File: config.mk
export PLATFORM = sky130hd
export DESIGN_NAME = vt100_report_encoder
export DESIGN_NICKNAME = d
export VERILOG_FILES = /design/src/rtl/vt100_pkg.sv /design/src/rtl/vt100_decimal_digits.sv /design/src/rtl/vt100_report_encoder.sv
export SDC_FILE = /design/constraint.sdc
export NUM_CORES = 1
export LEC_CHECK = 0
export BUFFER_PORTS_ARGS = -buffer_cell sky130_fd_sc_hd__buf_4
export CAP_MARGIN = 20
export CORE_MARGIN = 5
export CORE_UTILIZATION = 55
export DETAILED_ROUTE_END_ITERATION = 8
export GPL_ROUTABILITY_DRIVEN = 0
export PLACE_DENSITY = 0.82
export SLEW_MARGIN = 20
export SYNTH_ARGS = -nofsm -noshare
export SYNTH_HDL_FRONTEND = slang
export SYNTH_SLANG_ARGS = --single-unit
File: constraint.sdc
create_clock -name clk -period 3.4 [get_ports clk]
set_input_delay 0.85 -clock clk [delete_from_list [all_inputs] [get_ports clk]]
set_output_delay 0.85 -clock clk [all_outputs]
set_load 0.005 [all_outputs]
File: src/rtl/vt100_pkg.sv
// vt100_pkg
// Types and constants shared by the VT100 report encoder and its digit
// converter: the report type enum, the encoder state enum, and the fixed
// bytes and strings that make up terminal-to-host sequences.
package vt100_pkg;

  typedef enum logic [2:0] {
    REPORT_CPR,
    REPORT_DA,
    REPORT_OK,
    REPORT_KEY_UP,
    REPORT_KEY_DOWN,
    REPORT_KEY_RIGHT,
    REPORT_KEY_LEFT
  } ReportType_t;

  typedef enum logic [2:0] {
    IDLE,
    CONVERT,
    EMIT,
    GUARD,
    WAIT
  } EncState_t;

  localparam logic [7:0] ASCII_ESC      = 8'h1B;
  localparam logic [7:0] ASCII_LBRACKET = 8'h5B;
  localparam logic [7:0] ASCII_SEMI     = 8'h3B;
  localparam logic [7:0] ASCII_CPR_END  = 8'h52;

  // Device Attributes answer "ESC [ ? 1 ; 0 c", first byte in the top bits.
  localparam int         DA_LEN    = 7;
  localparam logic [55:0] DA_STRING = 56'h1B5B3F313B3063;

  // Byte idx of the DA answer.
  function automatic logic [7:0] da_byte(input logic [3:0] idx);
    logic [7:0] b;
    b = DA_STRING[7:0];
    for (int i = 0; i < DA_LEN; i++) begin
      if (idx == 4'(i)) b = DA_STRING[8*(DA_LEN-1-i) +: 8];
    end
    return b;
  endfunction

  // ASCII digit k (0 = most significant) of a number whose decimal form
  // has n digits h t u with leading zeros already stripped.
  function automatic logic [7:0] digit_char(input logic [3:0] h,
                                            input logic [3:0] t,
                                            input logic [3:0] u,
                                            input logic [1:0] n,
                                            input logic [3:0] k);
    logic [3:0] d;
    d = u;
    case (n)
      2'd3:    d = (k == 4'd0) ? h : ((k == 4'd1) ? t : u);
      2'd2:    d = (k == 4'd0) ? t : u;
      default: d = u;
    endcase
    return {4'h3, d};
  endfunction

endpackage

File: src/rtl/vt100_decimal_digits.sv
// vt100_decimal_digits
// Sequential binary-to-decimal converter using repeated subtraction of 100
// and then 10. One conversion per start pulse; done pulses for one cycle when
// the digits are valid, and the digit outputs hold until the next conversion.
// Ports:
//   clk, rst        clock, synchronous active-high reset
//   start           begin converting value (ignored while a conversion runs)
//   value           unsigned number to convert (at most three decimal digits)
//   done            one-cycle pulse: hundreds/tens/units/count are valid
//   hundreds, tens, units  BCD digits
//   count           number of significant digits (1..3)
module vt100_decimal_digits #(
  parameter int WIDTH = 8
) (
  input  logic             clk,
  input  logic             rst,
  input  logic             start,
  input  logic [WIDTH-1:0] value,
  output logic             done,
  output logic [3:0]       hundreds,
  output logic [3:0]       tens,
  output logic [3:0]       units,
  output logic [1:0]       count
);

  // The remainder is at least 8 bits so the constant 100 always fits.
  localparam int RW = (WIDTH < 8) ? 8 : WIDTH;

  typedef enum logic [1:0] {
    CV_IDLE,
    CV_HUND,
    CV_TENS
  } ConvPhase_t;

  ConvPhase_t phase, next_phase;
  logic [RW-1:0] rem;
  logic [3:0]    h_cnt, t_cnt;

  always_ff @(posedge clk) begin
    if (rst) phase <= CV_IDLE;
    else     phase <= next_phase;
  end

  // Each phase keeps subtracting until the remainder drops below its weight.
  always_comb begin
    next_phase = phase;
    case (phase)
      CV_IDLE: if (start) next_phase = CV_HUND;
      CV_HUND: if (rem < RW'(100)) next_phase = CV_TENS;
      CV_TENS: if (rem < RW'(10)) next_phase = CV_IDLE;
      default: next_phase = CV_IDLE;
    endcase
  end

  always_ff @(posedge clk) begin
    if (rst) begin
      rem      <= '0;
      h_cnt    <= '0;
      t_cnt    <= '0;
      done     <= 1'b0;
      hundreds <= '0;
      tens     <= '0;
      units    <= '0;
      count    <= 2'd1;
    end else begin
      done <= 1'b0;
      case (phase)
        CV_IDLE: begin
          if (start) begin
            rem   <= RW'(value);
            h_cnt <= '0;
            t_cnt <= '0;
          end
        end
        CV_HUND: begin
          if (rem >= RW'(100)) begin
            rem   <= rem - RW'(100);
            h_cnt <= h_cnt + 4'd1;
          end
        end
        CV_TENS: begin
          if (rem >= RW'(10)) begin
            rem   <= rem - RW'(10);
            t_cnt <= t_cnt + 4'd1;
          end else begin
            hundreds <= h_cnt;
            tens     <= t_cnt;
            units    <= rem[3:0];
            count    <= (h_cnt != 4'd0) ? 2'd3 : ((t_cnt != 4'd0) ? 2'd2 : 2'd1);
            done     <= 1'b1;
          end
        end
        default: ;
      endcase
    end
  end

endmodule

File: src/rtl/vt100_report_encoder.sv
// vt100_report_encoder
// Terminal-to-host encoder for the VT100 link. Turns report requests (CPR,
// DA, OK, cursor keys) and plain ASCII key bytes into byte sequences and
// feeds them one at a time to the UART async_transmitter via start/busy.
// Optional build macro: VT100_KEY_FIFO_EN adds a FIFO_DEPTH-entry key queue
// so key bytes are accepted while a sequence is in flight.
// Ports:
//   clk, rst                 clock, synchronous active-high reset
//   reqValid/reqReady        report request handshake
//   reqType, reqRow, reqCol  report kind and 0-based cursor position (CPR)
//   keyValid/keyReady        plain key handshake, keyData is the byte
//   txBusy                   transmitter busy
//   txStart, txData          one-cycle send pulse and the byte to send
//   active                   a sequence or queued key is pending
module vt100_report_encoder
  import vt100_pkg::*;
#(
  parameter int COORD_WIDTH = 7,
  parameter int FIFO_DEPTH  = 4
) (
  input  logic                   clk,
  input  logic                   rst,
  input  logic                   reqValid,
  input  ReportType_t            reqType,
  input  logic [COORD_WIDTH-1:0] reqRow,
  input  logic [COORD_WIDTH-1:0] reqCol,
  output logic                   reqReady,
  input  logic                   keyValid,
  input  logic [7:0]             keyData,
  output logic                   keyReady,
  input  logic                   txBusy,
  output logic                   txStart,
  output logic [7:0]             txData,
  output logic                   active
);

  // Reports are 1-based, so coordinates grow by one bit.
  localparam int VW = COORD_WIDTH + 1;

  EncState_t   state, next_state;
  ReportType_t type_q;
  logic        plain_q;
  logic [7:0]  key_q;
  logic [VW-1:0] row_q, col_q;
  logic [3:0]  row_h, row_t, row_u, col_h, col_t, col_u;
  logic [1:0]  row_n, col_n;
  logic [3:0]  idx_q, seq_len, row_end, col_end;
  logic [7:0]  cur_byte, tx_data_q, key_src;
  logic        conv_start, conv_col, conv_done;
  logic [3:0]  cv_h, cv_t, cv_u;
  logic [1:0]  cv_n;
  logic        req_acc, key_take, last_byte, tx_start_c, queue_pending;

`ifdef VT100_KEY_FIFO_EN
  localparam int AW = (FIFO_DEPTH > 1) ? $clog2(FIFO_DEPTH) : 1;

  logic [7:0]  fifo_mem [FIFO_DEPTH];
  logic [AW-1:0] wr_ptr, rd_ptr;
  logic [AW:0] fifo_cnt;
  logic        fifo_full, fifo_empty, fifo_push;

  assign fifo_full     = (fifo_cnt == (AW+1)'(FIFO_DEPTH));
  assign fifo_empty    = (fifo_cnt == '0);
  assign fifo_push     = keyValid && keyReady;
  assign key_src       = fifo_mem[rd_ptr];
  assign queue_pending = !fifo_empty;

  always_ff @(posedge clk) begin
    if (fifo_push) fifo_mem[wr_ptr] <= keyData;
  end

  // keyReady is low while full, so push and pop never meet on a full queue.
  always_ff @(posedge clk) begin
    if (rst) begin
      wr_ptr   <= '0;
      rd_ptr   <= '0;
      fifo_cnt <= '0;
    end else begin
      if (fifo_push) wr_ptr <= wr_ptr + 1'b1;
      if (key_take)  rd_ptr <= rd_ptr + 1'b1;
      case ({fifo_push, key_take})
        2'b10:   fifo_cnt <= fifo_cnt + 1'b1;
        2'b01:   fifo_cnt <= fifo_cnt - 1'b1;
        default: ;
      endcase
    end
  end
`else
  assign key_src       = keyData;
  assign queue_pending = 1'b0;
`endif

  vt100_decimal_digits #(
    .WIDTH (VW)
  ) u_digits (
    .clk      (clk),
    .rst      (rst),
    .start    (conv_start),
    .value    (conv_col ? col_q : row_q),
    .done     (conv_done),
    .hundreds (cv_h),
    .tens     (cv_t),
    .units    (cv_u),
    .count    (cv_n)
  );

  always_ff @(posedge clk) begin
    if (rst) state <= IDLE;
    else     state <= next_state;
  end

  // Handshake outputs are forced low during reset so the reset cycle itself
  // shows txStart=0 and no readiness, whatever state is being left.
  always_comb begin
    next_state = state;
    tx_start_c = 1'b0;
    reqReady   = !rst && (state == IDLE);
    req_acc    = reqValid && reqReady;
`ifdef VT100_KEY_FIFO_EN
    keyReady   = !rst && !fifo_full;
    key_take   = reqReady && !reqValid && !fifo_empty;
`else
    keyReady   = reqReady && !reqValid;
    key_take   = keyValid && keyReady;
`endif
    case (state)
      IDLE: begin
        if (req_acc)       next_state = (reqType == REPORT_CPR) ? CONVERT : EMIT;
        else if (key_take) next_state = EMIT;
      end
      CONVERT: if (conv_done && conv_col) next_state = EMIT;
      EMIT: begin
        if (!txBusy) begin
          tx_start_c = 1'b1;
          next_state = GUARD;
        end
      end
      GUARD: next_state = WAIT;
      WAIT: begin
        if (!txBusy) next_state = last_byte ? IDLE : EMIT;
      end
      default: next_state = IDLE;
    endcase
  end

  assign txStart = tx_start_c && !rst;
  assign txData  = (state == EMIT && !rst) ? cur_byte : tx_data_q;
  assign active  = !rst && ((state != IDLE) || queue_pending);

  // Current byte and sequence length from the latched request. CPR layout:
  // ESC [ <row digits> ; <col digits> R, so ';' sits at row_end and 'R' at
  // col_end.
  always_comb begin
    seq_len  = 4'd1;
    cur_byte = key_q;
    row_end  = 4'd2 + {2'b00, row_n};
    col_end  = row_end + 4'd1 + {2'b00, col_n};
    if (!plain_q) begin
      case (type_q)
        REPORT_CPR: begin
          seq_len = col_end + 4'd1;
          if (idx_q == 4'd0)          cur_byte = ASCII_ESC;
          else if (idx_q == 4'd1)     cur_byte = ASCII_LBRACKET;
          else if (idx_q < row_end)   cur_byte = digit_char(row_h, row_t, row_u, row_n, idx_q - 4'd2);
          else if (idx_q == row_end)  cur_byte = ASCII_SEMI;
          else if (idx_q < col_end)   cur_byte = digit_char(col_h, col_t, col_u, col_n, idx_q - row_end - 4'd1);
          else                        cur_byte = ASCII_CPR_END;
        end
        REPORT_DA: begin
          seq_len  = 4'(DA_LEN);
          cur_byte = da_byte(idx_q);
        end
        REPORT_OK: begin
          seq_len = 4'd4;
          case (idx_q)
            4'd0:    cur_byte = ASCII_ESC;
            4'd1:    cur_byte = ASCII_LBRACKET;
            4'd2:    cur_byte = 8'h30;
            default: cur_byte = 8'h6E;
          endcase
        end
        default: begin
          seq_len = 4'd3;
          case (idx_q)
            4'd0: cur_byte = ASCII_ESC;
            4'd1: cur_byte = ASCII_LBRACKET;
            default: begin
              case (type_q)
                REPORT_KEY_UP:    cur_byte = 8'h41;
                REPORT_KEY_DOWN:  cur_byte = 8'h42;
                REPORT_KEY_RIGHT: cur_byte = 8'h43;
                default:          cur_byte = 8'h44;
              endcase
            end
          endcase
        end
      endcase
    end
  end

  assign last_byte = (idx_q == seq_len - 4'd1);

  // Request/key capture, CPR digit conversion (row first, then column),
  // byte index stepping and the held copy of the last byte sent.
  always_ff @(posedge clk) begin
    if (rst) begin
      type_q     <= REPORT_CPR;
      plain_q    <= 1'b0;
      key_q      <= '0;
      row_q      <= '0;
      col_q      <= '0;
      idx_q      <= '0;
      tx_data_q  <= '0;
      conv_start <= 1'b0;
      conv_col   <= 1'b0;
      row_h      <= '0;
      row_t      <= '0;
      row_u      <= '0;
      row_n      <= 2'd1;
      col_h      <= '0;
      col_t      <= '0;
      col_u      <= '0;
      col_n      <= 2'd1;
    end else begin
      conv_start <= 1'b0;
      if (req_acc) begin
        type_q  <= reqType;
        plain_q <= 1'b0;
        row_q   <= VW'(reqRow) + VW'(1);
        col_q   <= VW'(reqCol) + VW'(1);
        idx_q   <= '0;
        if (reqType == REPORT_CPR) begin
          conv_start <= 1'b1;
          conv_col   <= 1'b0;
        end
      end else if (key_take) begin
        plain_q <= 1'b1;
        key_q   <= key_src;
        idx_q   <= '0;
      end
      if (state == CONVERT && conv_done) begin
        if (!conv_col) begin
          row_h      <= cv_h;
          row_t      <= cv_t;
          row_u      <= cv_u;
          row_n      <= cv_n;
          conv_col   <= 1'b1;
          conv_start <= 1'b1;
        end else begin
          col_h <= cv_h;
          col_t <= cv_t;
          col_u <= cv_u;
          col_n <= cv_n;
        end
      end
      if (tx_start_c) tx_data_q <= cur_byte;
      if (state == WAIT && !txBusy && !last_byte) idx_q <= idx_q + 4'd1;
    end
  end

endmodule

# ---- Word-level counts from Yosys, hierarchy flattened
# Cells that the tools add are included.
dict set report classes {
  muxes 66
  order_cmp 6
  div_mod_pow 0
  multipliers 0
  reduce_logical 40
  n_addsub 15
  shift 0
  n_eq_ne 34
  bitwise 4
}
# operator n
set op_table {}
lappend op_table {{$mux W8} 12}
lappend op_table {{$mux W4} 13}
lappend op_table {{$pmux W8 S3} 2}
lappend op_table {{$mux W7} 6}
lappend op_table {{$pmux W4 S2} 4}
lappend op_table {{$pmux W7 S3} 1}
lappend op_table {{$add A4 B1 Y4 const B} 4}
lappend op_table {{$add A7 B1 Y8 const B} 2}
lappend op_table {{$mux W3} 5}
lappend op_table {{$pmux W3 S5} 1}
lappend op_table {{$mux W2} 7}
lappend op_table {{$pmux W7 S2} 1}
lappend op_table {{$eq A3 B2 Y1 const B} 4}
lappend op_table {{$eq A4 B1 Y1 const B} 3}
lappend op_table {{$eq A4 B3 Y1 const B} 3}
lappend op_table {{$logic_not A4 Y1} 3}
lappend op_table {{$pmux W4 S3} 1}
lappend op_table {{$logic_and A1 B1 Y1} 11}
lappend op_table {{$mux W1} 11}
lappend op_table {{$eq A2 B2 Y1 const B} 5}
lappend op_table {{$eq A3 B3 Y1 const B} 3}
lappend op_table {{$logic_not A3 Y1} 3}
lappend op_table {{$pmux W3 S3} 1}
lappend op_table {{$reduce_and A3 Y1} 3}
lappend op_table {{other kinds (32)} 56}
dict set report word_totals {
  memories 0
  latch_bits 0
  inputBits 30
  mem_bits_rw 0
  reg_bits 106
  mem_bits_ro 0
  wordCells 192
}

# ---- Longest topological paths before layout
dict set report logic_depth {
  depth_word 15
  mapped_depth 16
  mapped_depth_nobuf 15
}

# ---- Modules after synthesis
# From an unflattened synthesis, not the netlist that was laid out.
dict set report unflattened {
  hier_cells 833
  area_unflattened_um2 6521.3
}
# module cells_per_inst instances area_per_inst_um2
set modules_own_cells {}
lappend modules_own_cells {vt100_report_encoder 613 1 4626.9}
lappend modules_own_cells {vt100_decimal_digits 220 1 1894.3}

# ---- Worst setup path after synthesis
# OpenSTA, ideal clock, no wires.
dict set report synth_path {
  kind {register to output}
  from {register row_n[0]}
  to {output txData[2]}
  slack_ns -0.245
  required_ns 2.550
  path_stages_with_launch 15
  arrival_time_ns 2.795
  path_cell_list {dfxtp_1 > clkbuf_1 > inv_1 > ha_1 > inv_1 > fa_1 > inv_1 > ha_1 > o21a_1 > o211ai_1 > nand2_1 > nor3b_1 > and4_1 > a311oi_1 > o31ai_1}
}
dict set report synth_via {
  elab_chain_cells 15
}
# item line
set synth_lines {}
lappend synth_lines {{from (decl)} vt100_report_encoder.sv:46} ;# logic [1:0] row_n, col_n;
lappend synth_lines {{from (signal assigned)} vt100_report_encoder.sv:246} ;# row_n <= cv_n;
lappend synth_lines {{$add A2 B2 Y3} vt100_report_encoder.sv:156} ;# row_end = 4'd2 + {2'b00, row_n};
lappend synth_lines {{$sub A4 B3 Y4} vt100_report_encoder.sv:166} ;# else if (idx_q < col_end) cur_byte = digit_char(col_h, col_t, col_u, col_n, idx_q - row_end - 4'd1);
lappend synth_lines {{$sub A4 B1 Y4} vt100_report_encoder.sv:166}
lappend synth_lines {{$eq A4 B1 Y1} vt100_pkg.sv:54} ;# 2'd3: d = (k == 4'd0) ? h : ((k == 4'd1) ? t : u);
lappend synth_lines {{$mux W4 (2 in series)} vt100_pkg.sv:54}
lappend synth_lines {{$pmux W4 S2} vt100_pkg.sv:53} ;# case (n)
lappend synth_lines {{$mux W7} vt100_report_encoder.sv:166}
lappend synth_lines {{$mux W7} vt100_report_encoder.sv:165} ;# else if (idx_q == row_end) cur_byte = ASCII_SEMI;
lappend synth_lines {{$mux W7 *} vt100_report_encoder.sv:164} ;# else if (idx_q < row_end) cur_byte = digit_char(row_h, row_t, row_u, row_n, idx_q - 4'd2);
lappend synth_lines {{$mux W7 *} vt100_report_encoder.sv:163} ;# else if (idx_q == 4'd1) cur_byte = ASCII_LBRACKET;
lappend synth_lines {{$mux W7 *} vt100_report_encoder.sv:162} ;# if (idx_q == 4'd0) cur_byte = ASCII_ESC;
lappend synth_lines {{$pmux W8 S3 *} vt100_report_encoder.sv:159} ;# case (type_q)
lappend synth_lines {{$mux W8 *} vt100_report_encoder.sv:158} ;# if (!plain_q) begin
lappend synth_lines {{$mux W8 *} vt100_report_encoder.sv:147} ;# assign txData = (state == EMIT && !rst) ? cur_byte : tx_data_q;
lappend synth_lines {{to (decl)} vt100_report_encoder.sv:33} ;# output logic [7:0] txData,
# Every way passes the cells marked *; elsewhere a longest branch is shown, timed or not.

# ---- Final worst setup path
dict set report layout_path {
  from {register col_n[0]}
  to {output txData[5]}
}
dict set report layout_via {
  elab_chain_cells 10
}
# item line
set layout_lines {}
lappend layout_lines {{from (decl)} vt100_report_encoder.sv:46}
lappend layout_lines {{from (signal assigned)} vt100_report_encoder.sv:253} ;# col_n <= cv_n;
lappend layout_lines {{$add A4 B2 Y4} vt100_report_encoder.sv:157} ;# col_end = row_end + 4'd1 + {2'b00, col_n};
lappend layout_lines {{$lt A4 B4 Y1} vt100_report_encoder.sv:166}
lappend layout_lines {{$mux W7} vt100_report_encoder.sv:166}
lappend layout_lines {{$mux W7} vt100_report_encoder.sv:165}
lappend layout_lines {{$mux W7} vt100_report_encoder.sv:164}
lappend layout_lines {{$mux W7} vt100_report_encoder.sv:163}
lappend layout_lines {{$mux W7} vt100_report_encoder.sv:162}
lappend layout_lines {{$pmux W8 S3} vt100_report_encoder.sv:159}
lappend layout_lines {{$mux W8} vt100_report_encoder.sv:158}
lappend layout_lines {{$mux W8} vt100_report_encoder.sv:147}
# No other way between the ends.

==> reports/qor.tcl <==
set qor(critical_path.cell_chain) {inv_2 > ha_4 > inv_2 > fa_1 > inv_2 > ha_4 > o21a_1 > o211ai_1 > nand2_2 > buf_4 > buf_6 > a32oi_4 > a21oi_2 > a2bb2oi_2 > o21ai_1 > buf_4}
set qor(timing.reg2reg.setup_slack_ns) 0.26
set qor(finalPower_mw) 3.88
set qor(hp-class) {reg -> reg}
set qor(grt_max_degree) 64
set qor(globalRoute.busiestLayer) {met2}
set qor(drt-wirelength-per-cell_um) 16.3
set qor(period_minus_slack_ns) 3.98
set qor(root_driver) {clkbuf_16}
set qor(synth_top_cells_by_area) {dfxtp_1 33%, nand2_1 8.5%, a21oi_1 7.3%}
set qor(result_of_the_run) {complete, but fails checks}
set qor(drc) 0
set qor(post_cts_hold_buffers) 0
set qor(grt_util_met3_pct) 4.82
set qor(area_fraction_of_the_dominant_cell_type_after_synthesis_pct) 33.0
set qor(crit_path_end_kind) {output port}
set qor(finalSetupTns_ns) -3.13
set qor(clock_insertion_delay_worst_skew_ns) 0.36
set qor(coreArea_mm2) 0.0114
set qor(drive_gt1_share_pct) 18.0
set qor(dp.cells) 1001
set qor(fin_hold_ws_ns) 0.459
set qor(final_cells) 1025
set qor(failing_checks) {negative setup slack}
set qor(antenna_violations_before_repair) 0
set qor(via_per_inst) 5.97
set qor(initial_core_util_pct) 56.3
set qor(globalRouteTotalUtil_pct) 23.4
set qor(cts.sinks) 106
set qor(grt_pass1_wl_mm) 27.6
set qor(syn_inst) 830
set qor(cts_max_path_buffers) 2
set qor(distinct_cell_type_count_of_the_synthesized_netlist) 79
set qor(clock_transition_time_at_the_flip_flop_clock_pins_of_the_worst_setup_and_hold_paths_ns) 0.07
set qor(floorplan.die_area_mm2) 0.0140
set qor(finalCoreUtilization_pct) 65.8
set qor(setup_violations) 6
set qor(cp.required_ns) 2.55
set qor(maxCapViolations) 0
set qor(rr_worst_depth) 13
set qor(slew_headroom_pct) 34.6
set qor(p_leak_nw) 2.84
set qor(setup_ws_pre_cts_ns) -0.250
set qor(pin_count) 42
set qor(met2_usage_pct) 39.3
set qor(h-tree-depth) 3
set qor(globalRouteOverflowTotal) 0
set qor(fillerInstances) 965
set qor(signed_area_change_from_the_synthesized_netlist_to_the_final_layout_pct) 16.9
set qor(route.antenna.remaining_nets) 0
set qor(max-vdd-ir-drop_v) 0.000573
set qor(buffer_ports.inserted) 41
set qor(number_of_global_route_vias_before_repair) 5783
set qor(post-synth-top-area-cell) {dfxtp_1}
set qor(timing.setup.critical_path_class) {reg -> out}
set qor(finalMaxSlewViolations) 0
set qor(synth-main-ff-cell) {dfxtp_1}
set qor(synth_nets) 896
set qor(design.final.nets) 943
set qor(dp_hpwl_mm) 11.9
set qor(chipWidth_um) 118
set qor(yosysWarnings) 0
set qor(cell_repeated_most_along_the_worst_path) {inv_2}
set qor(worst_pin_slew_ns) 0.973
set qor(cp.arrival_ns) 3.13
set qor(tritoncts_clock_tree) {built}
set qor(stdcell_area_mm2) 0.00752
set qor(final_min_period_over_clock_period_pct) 117
set qor(hold_depth) 2
set qor(hold_viol) 0
set qor(avgSynthCellArea_um2) 7.75
set qor(worst_path_cell_with_the_longest_stage_delay) {fa_1}
set qor(setup_repair_after_global_routing_missed_its_margin) {yes}
set qor(pwr_density_cell_mw_per_mm2) 516
set qor(drt_first_pass_iters) 6
set qor(fp-row-count) 39
set qor(totalWireLength_mm) 16.7
set qor(synth.yosys.seq_area_share_pct) 33.0
set qor(path_max_fanout) 4
set qor(route.vias.total) 6124
set qor(n_antenna_cell) 0
set qor(floorplan.die.height_um) 118
set qor(placement.cell_area_mm2) 0.00700
set qor(worst_path_largest_cell_delay_ns) 0.52
set qor(final.setup_skew_ns) 0.00868
set qor(crit_path_start_kind) {flip-flop}
set qor(grt.met1_usage_pct) 30.1
set qor(cts_inserted_buffers) 9
set qor(ys_seq_elements) 106
set qor(mappedNetlistArea_mm2) 0.00643
set qor(edff_count_synth) 0
set qor(fmax_mhz) 251
set qor(setup_slack_ns) -0.583
set qor(synth_async_sr_flop_share_pct) 0
set qor(initialDrtViolationCount) 541
[area by class of cell]
type | count | area [um2] | area share [%]
tap | 143 | 179 | 2.38
clock inverter | 7 | 78.8 | 1.05
sequential | 106 | 2130 | 28.3
timing repair buffer | 88 | 668 | 8.89
inverter | 35 | 131 | 1.75
multi-input combinational | 637 | 4110 | 54.7
clock buffer | 9 | 225 | 3.00
[state kept, by name, summed over array words and instances (netlist names), 2 cells and up]
register,flops
u_digits.hundreds,4
u_digits.phase,2
tx_data_q,8
key_q,8
u_digits.rem,8
col_q,8
col_u,4
u_digits.h_cnt,4
u_digits.t_cnt,4
u_digits.tens,4
type_q,3
idx_q,4
row_n,2
col_h,4
col_n,2
col_t,4
u_digits.count,2
u_digits.units,4
row_q,8
row_h,4
state,3
row_u,4
row_t,4
[cell families (layout without fill, tap and decap cells)]
| logic type | count (synthesis) | in the layout | synth area share, % |
|---|---|---|---|
| adder cells (fa/ha/maj) | 36 | 36 | 7.23 |
| AO/OA/AOI/OAI | 218 | 218 | 21.6 |
| XOR/XNOR | 26 | 26 | 4.20 |
| AND/OR/NAND/NOR | 332 | 332 | 24.5 |
| buffers and inverters | 87 | 139 | 5.50 |
| multiplexers | 25 | 25 | 4.03 |
| flip-flops | 106 | 106 | 33.0 |
[what timing repair did]
| action | CTS | global route |
|---|---|---|
| pin swaps | 5 | 8 |
| setup endpoints to repair | 6 | 7 |
| setup buffers | 6 | 2 |
| gates resized for setup | 17 | 18 |
| endpoints found under the hold margin | 0 | 0 |
[worst max-delay path: cells and delay by family, from the launching register on]
| kind | cells | cell delay (ns) |
|---|---|---|
| buffers and inverters | 6 | 0.58 |
| AND/OR/NAND/NOR | 1 | 0.13 |
| AO/OA/AOI/OAI | 6 | 0.88 |
| adder cells (fa/ha/maj) | 3 | 0.87 |
| flip-flops | 1 | 0.33 |
[metal layers]
layer | routed length (um) | up-vias
met5 | 0 | -
li1 | - | 3041
met1 | 7260 | 2825
met4 | 387 | 0
met3 | 985 | 38
met2 | 8050 | 220
[power breakdown]
part           switching [mW]  internal (mW)  leakage, nW
Clock                   0.524          0.526        0.149
Sequential              0.135           1.37        0.859
Combinational           0.777          0.549         1.83
Total                    1.44           2.45         2.84
[synthesized netlist by cell type (7+ instances only)]
| cell | count |
|---|---|
| xnor2_1 | 14 |
| dfxtp_1 | 106 |
| nand2b_1 | 9 |
| nor2_1 | 57 |
| xor2_1 | 8 |
| mux2i_1 | 21 |
| inv_1 | 33 |
| a21oi_1 | 94 |
| a211oi_1 | 14 |
| nand2_1 | 145 |
| o211ai_1 | 7 |
| ha_1 | 34 |
| a31oi_1 | 8 |
| o21ai_0 | 33 |
| nor3_1 | 16 |
| nand3_1 | 45 |
| clkbuf_1 | 45 |
[layout by cell type (no fill, tap or decap), types with 4 or more instances in the layout]
| cell | Yosys | routed |
|---|---|---|
| nand2_1 | 145 | 144 |
| o21ai_0 | 33 | 29 |
| buf_4 | 1 | 86 |
| inv_1 | 33 | 29 |
| a21oi_1 | 94 | 92 |
| a31oi_1 | 8 | 8 |
| o31ai_1 | 5 | 4 |
| a21o_1 | 4 | 4 |
| ha_1 | 34 | 31 |
| a211oi_1 | 14 | 13 |
| mux2i_1 | 21 | 21 |
| dfxtp_1 | 106 | 102 |
| xor2_1 | 8 | 7 |
| clkbuf_16 | 0 | 9 |
| o221ai_1 | 6 | 5 |
| and3_1 | 6 | 6 |
| dfxtp_2 | 0 | 4 |
| nand2b_1 | 9 | 9 |
| inv_6 | 0 | 4 |
| nor2_1 | 57 | 57 |
| nand3_1 | 45 | 45 |
| nand3b_1 | 6 | 6 |
| xnor2_1 | 14 | 14 |
| o211ai_1 | 7 | 7 |
| and2_1 | 6 | 6 |
| a31o_2 | 5 | 5 |
| nor2b_1 | 6 | 6 |
| nor3_1 | 16 | 16 |
| nand4b_1 | 5 | 5 |
| nand4_1 | 6 | 6 |
| a32oi_1 | 5 | 4 |
| or3_1 | 4 | 4 |
| inv_2 | 1 | 5 |
[path summary, 6_finish.rpt]
| path | start | to |
|---|---|---|
| hold reg to reg | col_q[1] | col_q[1] |
| setup / recovery | col_n[0] | txData[5] |
| setup reg to reg | col_n[0] | idx_q[0] |
| hold / removal | col_q[1] | col_q[1] |
(Power assumes the default switching activity.)
